### src/rtl/game_pkg.sv
// Shared constants for the game input path: key matrix geometry, mov bit
// positions, default key indices and the scan column state encoding.
package game_pkg;

  localparam int KEY_MATRIX_W = 16;

  localparam int MOV_U = 3;
  localparam int MOV_D = 2;
  localparam int MOV_L = 1;
  localparam int MOV_R = 0;

  localparam logic [3:0] IDX_UP_DEF    = 4'd1;
  localparam logic [3:0] IDX_DOWN_DEF  = 4'd9;
  localparam logic [3:0] IDX_LEFT_DEF  = 4'd4;
  localparam logic [3:0] IDX_RIGHT_DEF = 4'd6;

  typedef enum logic [1:0] {
    COL0 = 2'd0,
    COL1 = 2'd1,
    COL2 = 2'd2,
    COL3 = 2'd3
  } col_state_e;

  // Lowest set index wins; 0 when the vector is empty.
  function automatic logic [3:0] lowest_index(input logic [KEY_MATRIX_W-1:0] v);
    logic [3:0] idx;
    idx = '0;
    for (int i = KEY_MATRIX_W - 1; i >= 0; i--) begin
      if (v[i[3:0]]) idx = i[3:0];
    end
    return idx;
  endfunction

endpackage

### src/rtl/keypad_scan_if.sv
// Keypad pin and mov-consumer bundle; master is the scanner driving columns
// and producing the debounced outputs.
interface keypad_scan_if;
  logic [3:0] row_in;
  logic [3:0] col_out;
  logic [3:0] mov;
  logic       key_valid;
  logic [3:0] key_code;
  logic       frame_tick;

  modport master (
    input  row_in,
    output col_out, mov, key_valid, key_code, frame_tick
  );

  modport slave (
    output row_in,
    input  col_out, mov, key_valid, key_code, frame_tick
  );
endinterface

### src/rtl/key_debounce.sv
// Frame-level debouncer for the 16-key matrix: collects a raw frame column by
// column, then commits it once it has repeated for DEBOUNCE_FRAMES extra frames.
module key_debounce
  import game_pkg::*;
#(
  parameter int DEBOUNCE_FRAMES = 3
) (
  input  logic                    sys_clk,
  input  logic                    RST,
  input  logic                    sample_en,
  input  logic [1:0]              sample_col,
  input  logic [3:0]              sample_rows,
  input  logic                    eval,
  output logic [KEY_MATRIX_W-1:0] deb
);

  logic [KEY_MATRIX_W-1:0] raw_q, raw_d;
  logic [KEY_MATRIX_W-1:0] prev_q, prev_d;
  logic [KEY_MATRIX_W-1:0] deb_q, deb_d;
  logic [3:0]              stable_q, stable_d;
  logic                    same;

  always_ff @(posedge sys_clk or posedge RST) begin
    if (RST) begin
      raw_q    <= '0;
      prev_q   <= '0;
      deb_q    <= '0;
      stable_q <= '0;
    end else begin
      raw_q    <= raw_d;
      prev_q   <= prev_d;
      deb_q    <= deb_d;
      stable_q <= stable_d;
    end
  end

  always_comb begin
    raw_d    = raw_q;
    prev_d   = prev_q;
    deb_d    = deb_q;
    stable_d = stable_q;
    same     = (raw_q == prev_q);
    if (sample_en) begin
      for (int r = 0; r < 4; r++) begin
        raw_d[{r[1:0], sample_col}] = sample_rows[r[1:0]];
      end
    end
    // Sampling and evaluation never share a cycle, so raw_q is a whole frame here.
    if (eval) begin
      prev_d = raw_q;
      if (same) begin
        stable_d = (stable_q == 4'd15) ? 4'd15 : stable_q + 4'd1;
        if (({1'b0, stable_q} + 5'd1) == 5'(DEBOUNCE_FRAMES)) deb_d = raw_q;
      end else begin
        stable_d = '0;
      end
    end
  end

  assign deb = deb_q;

endmodule

### src/rtl/keypad_scan.sv
// 4x4 keypad scanner: rotates a low column drive, synchronises the row returns,
// debounces whole frames and decodes the committed matrix into mov and a key code.
module keypad_scan
  import game_pkg::*;
#(
  parameter int         SCAN_DIV        = 50000,
  parameter int         DEBOUNCE_FRAMES = 3,
  parameter logic [3:0] IDX_UP          = IDX_UP_DEF,
  parameter logic [3:0] IDX_DOWN        = IDX_DOWN_DEF,
  parameter logic [3:0] IDX_LEFT        = IDX_LEFT_DEF,
  parameter logic [3:0] IDX_RIGHT       = IDX_RIGHT_DEF
) (
  input  logic          sys_clk,
  input  logic          RST,
  keypad_scan_if.master kp
);

  localparam int CNT_W = $clog2(SCAN_DIV);
  localparam logic [CNT_W-1:0] CNT_LAST = CNT_W'(SCAN_DIV - 1);

  col_state_e state_q, state_d;
  logic [CNT_W-1:0] cnt_q, cnt_d;
  logic [3:0] sync1_q, sync2_q;
  logic tick_q, tick_d;
  logic [3:0] mov_q, mov_d;
  logic valid_q, valid_d;
  logic [3:0] code_q, code_d;
  logic [KEY_MATRIX_W-1:0] deb;
  logic sample_en;
  logic up, dn, lt, rt;

  always_ff @(posedge sys_clk or posedge RST) begin
    if (RST) state_q <= COL0;
    else     state_q <= state_d;
  end

  always_comb begin
    state_d = state_q;
    if (sample_en) begin
      case (state_q)
        COL0:    state_d = COL1;
        COL1:    state_d = COL2;
        COL2:    state_d = COL3;
        default: state_d = COL0;
      endcase
    end
  end

  always_comb begin
    case (state_q)
      COL0:    kp.col_out = 4'b1110;
      COL1:    kp.col_out = 4'b1101;
      COL2:    kp.col_out = 4'b1011;
      default: kp.col_out = 4'b0111;
    endcase
  end

  assign sample_en = (cnt_q == CNT_LAST);

  always_comb begin
    cnt_d  = sample_en ? '0 : cnt_q + 1'b1;
    // Pulse lands on the cycle right after the COL3 sample: the frame's eval cycle.
    tick_d = sample_en && (state_q == COL3);
  end

  always_ff @(posedge sys_clk or posedge RST) begin
    if (RST) begin
      cnt_q   <= '0;
      sync1_q <= 4'b1111;
      sync2_q <= 4'b1111;
      tick_q  <= 1'b0;
      mov_q   <= '0;
      valid_q <= 1'b0;
      code_q  <= '0;
    end else begin
      cnt_q   <= cnt_d;
      sync1_q <= kp.row_in;
      sync2_q <= sync1_q;
      tick_q  <= tick_d;
      mov_q   <= mov_d;
      valid_q <= valid_d;
      code_q  <= code_d;
    end
  end

  key_debounce #(
    .DEBOUNCE_FRAMES (DEBOUNCE_FRAMES)
  ) u_debounce (
    .sys_clk     (sys_clk),
    .RST         (RST),
    .sample_en   (sample_en),
    .sample_col  (state_q),
    .sample_rows (~sync2_q),
    .eval        (tick_q),
    .deb         (deb)
  );

  always_comb begin
    up = deb[IDX_UP];
    dn = deb[IDX_DOWN];
    lt = deb[IDX_LEFT];
    rt = deb[IDX_RIGHT];
    // Opposing directions cancel so the mover never sees a contradictory request.
    mov_d        = '0;
    mov_d[MOV_U] = up & ~dn;
    mov_d[MOV_D] = dn & ~up;
    mov_d[MOV_L] = lt & ~rt;
    mov_d[MOV_R] = rt & ~lt;
    valid_d      = |deb;
    code_d       = lowest_index(deb);
  end

  assign kp.mov        = mov_q;
  assign kp.key_valid  = valid_q;
  assign kp.key_code   = code_q;
  assign kp.frame_tick = tick_q;

endmodule
### src/flat_wrapper.sv
// flat-port wrapper written by rule: the top's interface ports become plain ports
module keypad_scan_flat import game_pkg::*;
#(
  parameter int         SCAN_DIV        = 50000,
  parameter int         DEBOUNCE_FRAMES = 3,
  parameter logic [3:0] IDX_UP          = IDX_UP_DEF,
  parameter logic [3:0] IDX_DOWN        = IDX_DOWN_DEF,
  parameter logic [3:0] IDX_LEFT        = IDX_LEFT_DEF,
  parameter logic [3:0] IDX_RIGHT       = IDX_RIGHT_DEF
)
  (sys_clk, RST, kp_row_in, kp_col_out, kp_mov, kp_key_valid, kp_key_code, kp_frame_tick);
  keypad_scan_if kp_i ();
  input  logic sys_clk;
  input  logic RST;
  input wire logic [$bits(kp_i.row_in)-1:0] kp_row_in;
  output wire logic [$bits(kp_i.col_out)-1:0] kp_col_out;
  output wire logic [$bits(kp_i.mov)-1:0] kp_mov;
  output wire logic [$bits(kp_i.key_valid)-1:0] kp_key_valid;
  output wire logic [$bits(kp_i.key_code)-1:0] kp_key_code;
  output wire logic [$bits(kp_i.frame_tick)-1:0] kp_frame_tick;
  assign kp_i.row_in = kp_row_in;
  assign kp_col_out = kp_i.col_out;
  assign kp_mov = kp_i.mov;
  assign kp_key_valid = kp_i.key_valid;
  assign kp_key_code = kp_i.key_code;
  assign kp_frame_tick = kp_i.frame_tick;
  keypad_scan #(.SCAN_DIV(SCAN_DIV), .DEBOUNCE_FRAMES(DEBOUNCE_FRAMES), .IDX_UP(IDX_UP), .IDX_DOWN(IDX_DOWN), .IDX_LEFT(IDX_LEFT), .IDX_RIGHT(IDX_RIGHT)) u_core (.sys_clk(sys_clk), .RST(RST), .kp(kp_i));
endmodule
### config.mk
export PLATFORM = sky130hd
export DESIGN_NAME = keypad_scan_flat
export DESIGN_NICKNAME = d
export VERILOG_FILES = /design/src/rtl/game_pkg.sv /design/src/rtl/keypad_scan_if.sv /design/src/rtl/key_debounce.sv /design/src/rtl/keypad_scan.sv /design/src/flat_wrapper.sv
export SDC_FILE = /design/constraint.sdc
export NUM_CORES = 1
export LEC_CHECK = 0
export CORE_MARGIN = 3
export CORE_UTILIZATION = 40
export DETAILED_ROUTE_END_ITERATION = 10
export GPL_TIMING_DRIVEN = 0
export SLEW_MARGIN = 10
export SYNTH_ARGS = -nofsm -noshare
export SYNTH_HDL_FRONTEND = slang
export SYNTH_SLANG_ARGS = --single-unit
### constraint.sdc
create_clock -name sys_clk -period 8.8 [get_ports sys_clk]
set_input_delay 1.76 -clock sys_clk [delete_from_list [all_inputs] [get_ports sys_clk]]
set_output_delay 1.76 -clock sys_clk [all_outputs]
set_load 0.01 [all_outputs]
==> reports/qor.yml <==
outcome:
  run_status: "finished clean"
sta:
  finalClockSkew_ns: 0.0131
  grt_setup_unrepaired: "no"
  report.final.hold_viol_count: 0
  worst_slew_pin_slew_ns: 0.666
  final_max_slew_viol_count: 0
  final_critical_path_setup_slack_ns: 5.34
  setup_viol: 0
  timing.max_slew.rel_slack_pct: 55.2
  finalSetupTns_ns: 0
  fin_crit_ns: 3.46
  fmax_ghz: 0.289
  layout_worst_path_cycle_share_pct: 39.4
critical_path:
  crit_path_end_kind: "output port"
  cp_data_required_time_ns: 7.04
  path_class: "register to output port"
  critical_path_peak_fanout: 4
  timing.critical_path.from_type: "register"
  arrival_ns: 1.70
worst_hold_path:
  worstHoldPathType: "register to register"
clock_tree:
  post-cts-setup-buffer-count: 0
  clkSlewWorstSetupHoldPaths_ns: 0.08
  tritoncts: "yes"
  cts_inserted_buffers: 9
  worstSkewPairLatency_ns: 0.36
  clockRootBuffer: "sky130_fd_sc_hd__clkbuf_8"
  h-tree-depth: 3
  cts_sinks: 88
  clock_tree.buffer_depth: 2
  cts.repair.resized: 0
  ctsHoldBuffers: 0
logic_synthesis:
  synth.largest_area_cell: "sky130_fd_sc_hd__dfrtp_1"
  synth.top_cells.by_area: "sky130_fd_sc_hd__dfrtp_1 (52%), sky130_fd_sc_hd__mux2_2 (6.5%), sky130_fd_sc_hd__dfstp_2 (5.5%)"
  seq_area_frac_synth_pct: 58.0
  asyncSetResetFlopFracSynth_pct: 100
  synth.most_common_cell: "sky130_fd_sc_hd__dfrtp_1"
  postSynthAreaPerCell_um2: 12.1
  mappedNetlistNets: 329
  synthesis.yosys.warnings: 0
  synth.cell_area_um2: 3810
  syn_inst: 314
  post_synth_num_cell_types: 37
  yosys_most_used_dff: "sky130_fd_sc_hd__dfrtp_1"
  synth.ff_latch_count: 88
  yosysTopAreaCellShare_pct: 52.5
  synth.cells.most_frequent: "sky130_fd_sc_hd__dfrtp_1 (80), sky130_fd_sc_hd__nor2_1 (35), sky130_fd_sc_hd__xnor2_1 (23), sky130_fd_sc_hd__a21oi_1 (22), sky130_fd_sc_hd__mux2_2 (22)"
  count_of_flip_flops_with_a_built_in_enable_after_synthesis: 0
job:
  max_cap_violations: 0
final_layout:
  diodes: 0
  post-route-util_pct: 47.5
  areaGrowthSynthToFinish_pct: 15.0
  num-fill-cells: 847
  multi_input_area_um2: 1510
  drive_above_1_share_pct: 19.4
  layout.nets: 360
  sequential_cell_area_um2: 2210
pwr:
  vdd_ir_drop_max_mv: 0.0850
  power.density_cell_area_nw_per_um2: 158
  p_leak_nw: 2.06
floorplanning:
  floorplan.core_area_um2: 9240
  top_level_ports: 20
  floorplan.initialDensity_pct: 41.3
  fp.dieArea_um2: 10700
  fp.dieH_um: 104
  die-width_um: 104
  placement_rows: 35
routing:
  wire_per_inst_um: 13.2
  first_iter_violations: 65
  drt_first_pass_iters: 4
  vias_per_cell: 4.78
  routed-via-count: 2292
  drc: 0
  wirelength_um: 6300
  antenna_left: 0
global_routing:
  grt_start_max_net_pins: 47
  grt_antenna_before_repair: 0
  grt_pass1_vias: 2289
  groute.usage.overall_pct: 12.8
  grt_overflow: 0
  grt_first_pass_wirelength_um: 11100
placed_design:
  portBuffers: 19
  pre_cts_ws_ns: 5.71
  finalWeightedCongestion: 0.737
  dp_hpwl_um: 4510
## placed cells by master (no fill, tap or decap), types with 9 or more instances in the layout
| master | count |
|---|---|
| sky130_fd_sc_hd__dfrtp_1 | 80 |
| sky130_fd_sc_hd__nor2_1 | 35 |
| sky130_fd_sc_hd__xnor2_1 | 23 |
| sky130_fd_sc_hd__mux2_2 | 22 |
| sky130_fd_sc_hd__a21oi_1 | 22 |
| sky130_fd_sc_hd__clkdlybuf4s50_1 | 19 |
| sky130_fd_sc_hd__nand3_1 | 15 |
| sky130_fd_sc_hd__inv_1 | 12 |
| sky130_fd_sc_hd__nand2_1 | 12 |
| sky130_fd_sc_hd__mux2_4 | 10 |
| sky130_fd_sc_hd__ha_1 | 9 |
| sky130_fd_sc_hd__clkbuf_8 | 9 |
## registers in the layout, summed over array words and instances, names as in the netlist, 2 cells and up
register / cells
u_core.cnt_q: 16
u_core.u_debounce.deb: 16
u_core.u_debounce.prev_q: 16
u_core.u_debounce.raw_q: 16
u_core.kp.key_code: 4
u_core.kp.mov: 4
u_core.sync1_q: 4
u_core.sync2_q: 4
u_core.u_debounce.stable_q: 4
u_core.state_q: 2
## worst max-delay path, cell delays in order, from the launching register on
cell and delay (ns):
sky130_fd_sc_hd__dfrtp_1 0.42, sky130_fd_sc_hd__inv_1 0.11, sky130_fd_sc_hd__ha_1 0.24, sky130_fd_sc_hd__inv_1 0.06, sky130_fd_sc_hd__clkdlybuf4s50_1 0.53
## cell type report
type | instances | area share, %
sequential | 88 | 50.4
multi-input combinational | 204 | 34.4
timing repair buffer | 20 | 4.79
tap | 129 | 3.68
clock buffer | 9 | 2.82
clock inverter | 7 | 1.65
inverter | 13 | 1.17
buffer | 9 | 1.08
## routing by layer
layer	vias up	track usage [%]	share of wire (%)
li1	1135	-	-
met1	1113	17.1	49
met2	32	20.0	46
met3	12	2.99	3.2
met4	0	5.70	2.2
met5	-	0	0
## worst paths after layout
check	from	to	slack (ns)	cells past startpoint
max	u_core.state_q[0]$_DFFE_PP0N_	kp_col_out[2]	5.34	4
min	u_core.sync1_q[1]$_DFF_PP1_	u_core.sync2_q[1]$_DFF_PP1_	0.36	0
max reg2reg	u_core.u_debounce.raw_q[6]$_DFFE_PP0P_	u_core.u_debounce.deb[1]$_DFFE_PP0P_	6.43	6
min reg2reg	u_core.sync1_q[1]$_DFF_PP1_	u_core.sync2_q[1]$_DFF_PP1_	0.36	0
max in group asynchronous	RST	u_core.sync1_q[0]$_DFF_PP1_	6.29	3
min in group asynchronous	RST	u_core.u_debounce.raw_q[9]$_DFFE_PP0P_	1.82	2
## power breakdown
group | switching, W | total [W] | internal, W
Clock | 0.000144 | 0.000275 | 0.000131
Combinational | 0.00000797 | 0.0000110 | 0.00000301
Sequential | 0.00000135 | 0.000409 | 0.000407
## metrics by stage
| step | instances | power (W) | instance area [µm²] | hold slack (ns) |
|---|---|---|---|---|
| after floorplan | 314 | 0.000422 | 3810 | 0.345 |
| after global placement | 462 | 0.000427 | 4170 | 0.346 |
| after detailed placement | 463 | 0.000428 | 4190 | 0.349 |
| after CTS | 479 | 0.000705 | 4390 | 0.361 |
| after global routing | 479 | 0.000723 | 4390 | 0.365 |
| final | 479 | 0.000694 | 4390 | 0.360 |
## kinds of logic (layout without fill, tap and decap cells)
| family | count (synthesis) | after routing | synth area share (%) |
|---|---|---|---|
| simple gates | 94 | 94 | 12.9 |
| flops | 88 | 88 | 58.0 |
| compound gates | 40 | 40 | 6.56 |
| mux | 32 | 32 | 10.4 |
| xor+xnor | 29 | 29 | 6.66 |
| buf+inv | 22 | 58 | 2.53 |
| fa+ha+maj | 9 | 9 | 2.95 |
Note: power is estimated with default switching activity, not from simulation.
